File: config.mk
export PLATFORM = sky130hd
export DESIGN_NAME = fetch_stage_flat
export DESIGN_NICKNAME = d
export VERILOG_FILES = /design/src/rtl/fetch_stage_if.sv /design/src/rtl/fetch_stage.sv /design/src/flat_wrapper.sv
export SDC_FILE = /design/constraint.sdc
export NUM_CORES = 1
export LEC_CHECK = 0
export CELL_PAD_IN_SITES_DETAIL_PLACEMENT = 1
export CELL_PAD_IN_SITES_GLOBAL_PLACEMENT = 2
export CORE_ASPECT_RATIO = 0.6
export CORE_UTILIZATION = 42
export CTS_CLUSTER_DIAMETER = 100
export DETAILED_ROUTE_END_ITERATION = 6
export DONT_BUFFER_PORTS = 1
export PLACE_DENSITY_LB_ADDON = 0.12
export SETUP_SLACK_MARGIN = 0.4
export SYNTH_ARGS = -nofsm -noshare
export SYNTH_HDL_FRONTEND = slang
export SYNTH_SLANG_ARGS = --single-unit
File: constraint.sdc
create_clock -name clk_i -period 3.15 [get_ports clk_i]
set_clock_uncertainty 0.15 [all_clocks]
set_input_delay 0.63 -clock clk_i [delete_from_list [all_inputs] [get_ports clk_i]]
set_output_delay 0.63 -clock clk_i [all_outputs]
set_load 0.02 [all_outputs]
File: src/rtl/fetch_stage_if.sv
// ============================================================================
//  Module      : fetch_stage_if
//  Description : Instruction-memory request/response channel and the IF/ID
//                register bundle driven by the fetch stage.
//  Revision    : 1.0 - initial release
// ============================================================================
`default_nettype none

interface fetch_stage_if;

    // Registered IF/ID payload consumed by the decode stage.
    typedef struct packed {
        logic [31:0] pc;
        logic [31:0] instr;
        logic        valid;
    } if_id_reg_t;

    // Request channel (valid/ready handshake).
    logic        imem_req_valid;
    logic [31:0] imem_req_addr;
    logic        imem_req_ready;

    // Response channel (in order, no back-pressure).
    logic        imem_rsp_valid;
    logic [31:0] imem_rsp_data;

    // IF/ID pipeline register.
    if_id_reg_t  if_id_reg;

    // Fetch-stage side.
    modport master (
        output imem_req_valid,
        output imem_req_addr,
        output if_id_reg,
        input  imem_req_ready,
        input  imem_rsp_valid,
        input  imem_rsp_data
    );

    // Memory / decode side.
    modport slave (
        input  imem_req_valid,
        input  imem_req_addr,
        input  if_id_reg,
        output imem_req_ready,
        output imem_rsp_valid,
        output imem_rsp_data
    );

endinterface

`default_nettype wire

File: src/rtl/fetch_stage.sv
// ============================================================================
//  Module      : fetch_stage
//  Description : RV32IM instruction fetch stage. Owns the PC, keeps up to two
//                in-order requests in flight, buffers up to two returned
//                instructions and drives the IF/ID register. Honours decode
//                stall/flush and execute-stage redirects.
//  Revision    : 1.0 - initial release
// ============================================================================
`default_nettype none

module fetch_stage #(
    parameter logic [31:0] RESET_VECTOR = 32'h0000_0000
) (
    input  wire logic        clk_i,
    input  wire logic        rst_ni,
    input  wire logic        stall_d_i,
    input  wire logic        flush_d_i,
    input  wire logic        redirect_valid_i,
    input  wire logic [31:0] redirect_pc_i,
    fetch_stage_if.master    fif
);

    localparam logic [31:0] c_NOP_INSTR = 32'h0000_0013;
    localparam logic [1:0]  c_DEPTH     = 2'd2;

    // ------------------------------------------------------------------
    // State
    // ------------------------------------------------------------------
    logic [31:0] r_pc;
    logic [1:0]  r_out_cnt;
    logic [1:0]  r_discard_cnt;

    logic [31:0] r_tag [2];
    logic        r_tag_wr;
    logic        r_tag_rd;

    logic [31:0] r_buf_pc    [2];
    logic [31:0] r_buf_instr [2];
    logic        r_buf_wr;
    logic        r_buf_rd;
    logic [1:0]  r_buf_cnt;

    logic [31:0] r_if_id_pc;
    logic [31:0] r_if_id_instr;
    logic        r_if_id_valid;

    // ------------------------------------------------------------------
    // Combinational control
    // ------------------------------------------------------------------
    logic [2:0]  w_credit_used;
    logic        w_req_valid;
    logic        w_accept;
    logic        w_rsp;
    logic [31:0] w_rsp_pc;
    logic        w_drop;
    logic        w_deliver;
    logic        w_if_id_load;
    logic        w_buf_empty;
    logic        w_pop;
    logic        w_bypass;
    logic        w_push;
    logic [1:0]  w_out_cnt_nxt;
    logic [1:0]  w_discard_nxt;
    logic [1:0]  w_buf_cnt_nxt;
    logic [31:0] w_redirect_pc;
    logic [1:0]  w_unused_rpc;

    // Low bits of the redirect target are defined as don't-care.
    assign w_redirect_pc = {redirect_pc_i[31:2], 2'b00};
    assign w_unused_rpc  = redirect_pc_i[1:0];

    // Request issue: every in-flight request owns a buffer slot, so the
    // buffer can never overflow however long decode stalls.
    always_comb begin
        w_credit_used = {1'b0, r_out_cnt} + {1'b0, r_buf_cnt};
        w_req_valid   = rst_ni & ~redirect_valid_i & (w_credit_used < 3'd2);
        w_accept      = w_req_valid & fif.imem_req_ready;
    end

    // Response routing: drop stale responses, else bypass or buffer.
    always_comb begin
        w_rsp        = fif.imem_rsp_valid & (r_out_cnt != 2'd0);
        w_rsp_pc     = r_tag[r_tag_rd];
        w_drop       = w_rsp & (redirect_valid_i | (r_discard_cnt != 2'd0));
        w_deliver    = w_rsp & ~w_drop;
        w_if_id_load = ~flush_d_i & ~stall_d_i;
        w_buf_empty  = (r_buf_cnt == 2'd0);
        w_pop        = w_if_id_load & ~w_buf_empty;
        w_bypass     = w_if_id_load & w_buf_empty & w_deliver;
        w_push       = w_deliver & ~w_bypass;
    end

    // Net counter updates when accept, response and pop coincide.
    always_comb begin
        w_out_cnt_nxt = r_out_cnt;
        if (w_accept && !w_rsp) begin
            w_out_cnt_nxt = r_out_cnt + 2'd1;
        end else if (!w_accept && w_rsp) begin
            w_out_cnt_nxt = r_out_cnt - 2'd1;
        end

        // A redirect marks everything still in flight (after this cycle's
        // response) as stale; redirects never coincide with an accept.
        w_discard_nxt = r_discard_cnt;
        if (redirect_valid_i) begin
            w_discard_nxt = w_out_cnt_nxt;
        end else if (w_rsp && (r_discard_cnt != 2'd0)) begin
            w_discard_nxt = r_discard_cnt - 2'd1;
        end

        w_buf_cnt_nxt = r_buf_cnt;
        if (redirect_valid_i) begin
            w_buf_cnt_nxt = 2'd0;
        end else if (w_push && !w_pop) begin
            w_buf_cnt_nxt = r_buf_cnt + 2'd1;
        end else if (!w_push && w_pop) begin
            w_buf_cnt_nxt = r_buf_cnt - 2'd1;
        end
    end

    // PC and request/discard counters.
    always_ff @(posedge clk_i or negedge rst_ni) begin
        if (!rst_ni) begin
            r_pc          <= RESET_VECTOR;
            r_out_cnt     <= 2'd0;
            r_discard_cnt <= 2'd0;
        end else begin
            if (redirect_valid_i) begin
                r_pc <= w_redirect_pc;
            end else if (w_accept) begin
                r_pc <= r_pc + 32'd4;
            end
            r_out_cnt     <= w_out_cnt_nxt;
            r_discard_cnt <= w_discard_nxt;
        end
    end

    // PC-tag FIFO; never cleared by redirect because stale responses still
    // have to pop their tags.
    always_ff @(posedge clk_i or negedge rst_ni) begin
        if (!rst_ni) begin
            for (int i = 0; i < 2; i++) begin
                r_tag[i] <= 32'd0;
            end
            r_tag_wr <= 1'b0;
            r_tag_rd <= 1'b0;
        end else begin
            if (w_accept) begin
                r_tag[r_tag_wr] <= r_pc;
                r_tag_wr        <= ~r_tag_wr;
            end
            if (w_rsp) begin
                r_tag_rd <= ~r_tag_rd;
            end
        end
    end

    // Instruction buffer holding {pc, instr} pairs awaiting decode.
    always_ff @(posedge clk_i or negedge rst_ni) begin
        if (!rst_ni) begin
            for (int i = 0; i < 2; i++) begin
                r_buf_pc[i]    <= 32'd0;
                r_buf_instr[i] <= c_NOP_INSTR;
            end
            r_buf_wr  <= 1'b0;
            r_buf_rd  <= 1'b0;
            r_buf_cnt <= 2'd0;
        end else begin
            if (redirect_valid_i) begin
                r_buf_wr <= 1'b0;
                r_buf_rd <= 1'b0;
            end else begin
                if (w_push) begin
                    r_buf_pc[r_buf_wr]    <= w_rsp_pc;
                    r_buf_instr[r_buf_wr] <= fif.imem_rsp_data;
                    r_buf_wr              <= ~r_buf_wr;
                end
                if (w_pop) begin
                    r_buf_rd <= ~r_buf_rd;
                end
            end
            r_buf_cnt <= w_buf_cnt_nxt;
        end
    end

    // IF/ID register: flush beats stall, buffered entries beat the bypass.
    always_ff @(posedge clk_i or negedge rst_ni) begin
        if (!rst_ni) begin
            r_if_id_pc    <= 32'd0;
            r_if_id_instr <= c_NOP_INSTR;
            r_if_id_valid <= 1'b0;
        end else if (flush_d_i) begin
            r_if_id_valid <= 1'b0;
        end else if (!stall_d_i) begin
            if (w_pop) begin
                r_if_id_pc    <= r_buf_pc[r_buf_rd];
                r_if_id_instr <= r_buf_instr[r_buf_rd];
                r_if_id_valid <= 1'b1;
            end else if (w_bypass) begin
                r_if_id_pc    <= w_rsp_pc;
                r_if_id_instr <= fif.imem_rsp_data;
                r_if_id_valid <= 1'b1;
            end else begin
                r_if_id_valid <= 1'b0;
            end
        end
    end

    // Structural invariants of the credit scheme.
    always_ff @(posedge clk_i) begin
        if (rst_ni) begin
            assert (!(w_push && !w_pop && (r_buf_cnt == c_DEPTH)));
            assert (!(fif.imem_rsp_valid && (r_out_cnt == 2'd0)));
            assert ((r_out_cnt <= c_DEPTH) && (r_buf_cnt <= c_DEPTH));
            assert (r_discard_cnt <= r_out_cnt);
        end
    end

    // ------------------------------------------------------------------
    // Outputs
    // ------------------------------------------------------------------
    assign fif.imem_req_valid = w_req_valid;
    assign fif.imem_req_addr  = r_pc;
    assign fif.if_id_reg      = {r_if_id_pc, r_if_id_instr, r_if_id_valid};

endmodule

`default_nettype wire

File: src/flat_wrapper.sv
// flat-port wrapper written by rule: the top's interface ports become plain ports
module fetch_stage_flat 
#(
    parameter logic [31:0] RESET_VECTOR = 32'h0000_0000
)
  (clk_i, rst_ni, stall_d_i, flush_d_i, redirect_valid_i, redirect_pc_i, fif_imem_req_valid, fif_imem_req_addr, fif_if_id_reg, fif_imem_req_ready, fif_imem_rsp_valid, fif_imem_rsp_data);
  fetch_stage_if fif_i ();
  input  wire logic clk_i;
  input  wire logic rst_ni;
  input  wire logic stall_d_i;
  input  wire logic flush_d_i;
  input  wire logic redirect_valid_i;
  input  wire logic [31:0] redirect_pc_i;
  output wire logic [$bits(fif_i.imem_req_valid)-1:0] fif_imem_req_valid;
  output wire logic [$bits(fif_i.imem_req_addr)-1:0] fif_imem_req_addr;
  output wire logic [$bits(fif_i.if_id_reg)-1:0] fif_if_id_reg;
  input wire logic [$bits(fif_i.imem_req_ready)-1:0] fif_imem_req_ready;
  input wire logic [$bits(fif_i.imem_rsp_valid)-1:0] fif_imem_rsp_valid;
  input wire logic [$bits(fif_i.imem_rsp_data)-1:0] fif_imem_rsp_data;
  assign fif_imem_req_valid = fif_i.imem_req_valid;
  assign fif_imem_req_addr = fif_i.imem_req_addr;
  assign fif_if_id_reg = fif_i.if_id_reg;
  assign fif_i.imem_req_ready = fif_imem_req_ready;
  assign fif_i.imem_rsp_valid = fif_imem_rsp_valid;
  assign fif_i.imem_rsp_data = fif_imem_rsp_data;
  fetch_stage #(.RESET_VECTOR(RESET_VECTOR)) u_core (.clk_i(clk_i), .rst_ni(rst_ni), .stall_d_i(stall_d_i), .flush_d_i(flush_d_i), .redirect_valid_i(redirect_valid_i), .redirect_pc_i(redirect_pc_i), .fif(fif_i));
endmodule
==> results.txt <==
----------------------------------------------------
[Final layout]
  Most frequent cells in the layout ... sky130_fd_sc_hd__dfrtp_1, sky130_fd_sc_hd__nand2_1, sky130_fd_sc_hd__mux2_2, sky130_fd_sc_hd__o21ai_0, sky130_fd_sc_hd__mux2i_1
  Final #Nets ... 1,213
  Antenna fix cells ... 0
  Layout-stage area growth over the synthesis result ... 10.5%
  Fraction of final layout cells with drive strength greater than 1 ... 18.0%
  Commonest non-fill, non-tap cell in the layout ... sky130_fd_sc_hd__dfrtp_1
  Core Util, Final ... 47.4%

[GRT]
  Total global routing track utilization ... 20.6%
  First-pass GRT wire length ... 51,500 um
  Number of global-route vias before repair ... 8,999
  Total global routing overflow ... 0
  Number of antenna violations at the first check in global routing ... 0
  Maximum number of pins on one net before global-route repair ... 289

[Timing]
  Setup TNS ... 0 ps
  Worst hold slack after final layout ... -375 ps
  Pin slew with the least headroom to its limit ... 795 ps
  Minimum period implied by the final worst setup slack ... 2850 ps
  Setup repair after global routing missed its margin ... true
  Maximum clock frequency ... 0.351 GHz
  Number of failing setup endpoints in the final timing report ... 0
  Number of max-slew violations in the final report ... 0
  Total count of hold-check failures in the final report ... 287
  Final critical-path share of the clock period ... 90.5%
  Slew HR ... 47.0%

[Yosys]
  Complex-gate fraction of the synthesized area ... 12.2%
  Adder-Cell Fraction of Synth Area ... 0.601%
  Mean area per synthesized cell ... 11.1 sq um
  Dominant cell type by area after synthesis ... sky130_fd_sc_hd__dfrtp_1
  Top flip-flop cell by instance count after synthesis ... sky130_fd_sc_hd__dfrtp_1
  Parity-gate share of the synthesized area counting xor and xnor cells ... 0.611%
  Synth Register Bits ... 287
  Mux share of post-synthesis cell area ... 15.5%
  Warnings from Yosys ... 0
  Post-Syn Instances ... 1,158
  Dominant combinational cell family by area after synthesis ... multiplexers
  Seq/Total Area, Yosys ... 55.7%
  Area share of the largest cell type after synthesis ... 53.9%
  Synth Area in Simple Gates ... 11.7%
  Top cells by area, synth ... sky130_fd_sc_hd__dfrtp_1, sky130_fd_sc_hd__mux2_2, sky130_fd_sc_hd__mux2i_1
  Post-synthesis instance area ... 0.0129 sq mm
  Number of enable flip-flop cells after synthesis ... 0
  Count of cell types in the netlist ... 61
  Fraction of synthesis flops using an asynchronous set or reset pin ... 100%

[Critical path]
  Cell count of the worst reg-to-reg path ... 8
  R2R Path Start ... u_core.r_out_cnt[0]
  Critical Path, Cell by Cell ... and2_4 -> fa_1 -> nor4b_4 -> buf_4
  Critical path startpoint category ... register
  Critical Path Fanout Max ... 3
  Slowest cell delay on critical path ... 480 ps
  CP Data Required Time ... 2370 ps
  Type of the worst setup path ... register to output pin
  Slowest stage cell on the critical path ... sky130_fd_sc_hd__fa_1
  Critical path data arrival time ... 2070 ps
  Beginning of the critical path ... u_core.r_out_cnt[0]
  Kind of end point of the critical path ... output pin

[Clock tree]
  Clock insertion delay at the later pin of the skew report ... 550 ps
  Hold bufs inserted after CTS ... 2
  Master cell of the clock root buffer ... sky130_fd_sc_hd__clkbuf_16
  CTS tree ... yes
  Total clock sinks ... 287
  Clock-pin transition on the worst setup and hold timing paths ... 70 ps
  Largest buffer count on any clock path ... 3
  H-Tree Depth ... 1
  Number of buffers inserted during clock tree synthesis ... 29

[Floorplan]
  Horizontal die dimension ... 228 um
  Area of the die ... 0.0315 sq mm
  Standard-cell row count ... 49
  Starting density of the core ... 42.9%
  Placeable Area ... 0.0301 sq mm
  Die H ... 138 um
  Boundary pin count ... 169

[Power]
  Peak supply drop ... 0.000406 V
  Power density normalized to cell area ... 900 mW/mm^2
  Static power due to leakage ... 6.11 nW

[Route]
  DRT antenna net count ... 0
  Final Routed Wirelength ... 32,500 um
  Iteration-0 DRC count of the detailed router ... 539
  Detailed-routing iteration count for the pre-antenna-repair pass ... 4
  Number of design rule violations left after detail routing ... 0
  Mean number of vias per cell ... 5.62
  Average wire per cell in the routed design ... 20.8 um
  Vias post-DR ... 8,787

[Worst hold path]
  Worst hold path type ... input port to async pin

[Run status]
  Outcome ... finished, violations left
  Violations in the final reports ... negative hold slack

[Placed design]
  Input/output buffers ... 0
  Post-DP HPWL ... 20,000 um
  Final weighted congestion of routability-driven global placement ... 0.749

[Run]
  Number of max-cap violations ... 0

----------------------------------------------------
[critical path: cells and delay by family, from the launching register on]
kind	cells	cell delay, ps
adder cells (fa/ha/maj)	1	480
AND/OR/NAND/NOR	2	450
buffers and inverters	1	190
flip-flops	1	400
[power breakdown]
| part | switching (mW) | internal, mW | leakage, nW | total [mW] |
|---|---|---|---|---|
| Sequential | 1.56 | 5.11 | 3.59 | 6.67 |
| Combinational | 1.32 | 1.50 | 2.09 | 2.82 |
| Clock | 1.44 | 1.91 | 0.437 | 3.34 |
[final cells by class]
cell class / instances / area [sq um]
multi-input combinational: 781 / 5300
timing repair buffer: 31 / 322
fill: 3185 / 15800
inverter: 8 / 30.0
clock inverter: 5 / 52.6
clock buffer: 44 / 842
tap: 408 / 510
sequential: 287 / 7200
[logic make-up after synthesis]
logic type	count (synthesis)
multiplexers	185
adder cells (fa/ha/maj)	6
other	1
flip-flops	287
AO/OA/AOI/OAI	251
AND/OR/NAND/NOR	326
XOR/XNOR	9
buffers and inverters	93
[cell usage after synthesis (all sizes together), types with 3 or more instances]
cell type and instances:
dfstp 9, mux2i 67, nand2 177, mux2 118
or3 3, o311ai 12, xor2 3, buf 49
ha 3, a211oi 32, a221o 3, a21oi 36
nand2b 5, a21o 4, nor2b 34, nor3 5
clkbuf 36, nand4 9, nand3 24, and2 4
nor2 50, inv 7, o211ai 42, dfrtp 278
o21ai 80, a31oi 35, or4 3, and3 3
xnor2 6
[registers in the layout, indices dropped and copies added (netlist names), 2 cells and up]
signal	cells
u_core.fif.imem_req_addr	30
u_core.r_if_id_pc	30
u_core.r_out_cnt	2
u_core.r_buf_cnt	2
u_core.r_buf_instr	64
u_core.r_discard_cnt	2
u_core.r_tag	60
u_core.r_if_id_instr	32
u_core.r_buf_pc	60
[what timing repair did]
action,CTS,global route
gates resized for setup,1,5
endpoints found under the hold margin,292,287
pin swaps,0,1
gates cloned,0,1
setup endpoints to repair,63,91
buffers inserted,2,3
[final timing paths]
kind	to	slack, ps
max	fif_imem_req_valid	300
min	u_core.r_buf_instr[7]	-380
max reg2reg	u_core.fif.imem_req_addr[21]	390
min reg2reg	u_core.r_buf_pc[19]	330
max in group asynchronous	u_core.r_buf_cnt[1]	2520
min in group clk_i	u_core.fif.imem_req_addr[5]	40
[through the flow]
stage / total power [mW] / instance area, sq um / setup slack (ps) / cells / hold WS (ps)
floorplan: 8.69 / 12900 / 409 / 1161 / 184
global placement: 9.41 / 13300 / 360 / 1507 / 190
detailed placement: 9.58 / 13300 / 342 / 1507 / 193
CTS: 13.0 / 14200 / 264 / 1560 / -401
global route: 13.6 / 14300 / 196 / 1564 / -404
finish: 12.8 / 14300 / 299 / 1564 / -375
[layer usage]
| layer | GRT usage, % | up-vias | routed length [um] |
|---|---|---|---|
| li1 | - | 4074 | - |
| met1 | 29.6 | 4544 | 15600 |
| met2 | 32.2 | 131 | 14800 |
| met3 | 4.33 | 38 | 1540 |
| met4 | 4.40 | 0 | 541 |
| met5 | 0 | - | 0 |
Note: power is estimated with default switching activity, not from simulation.
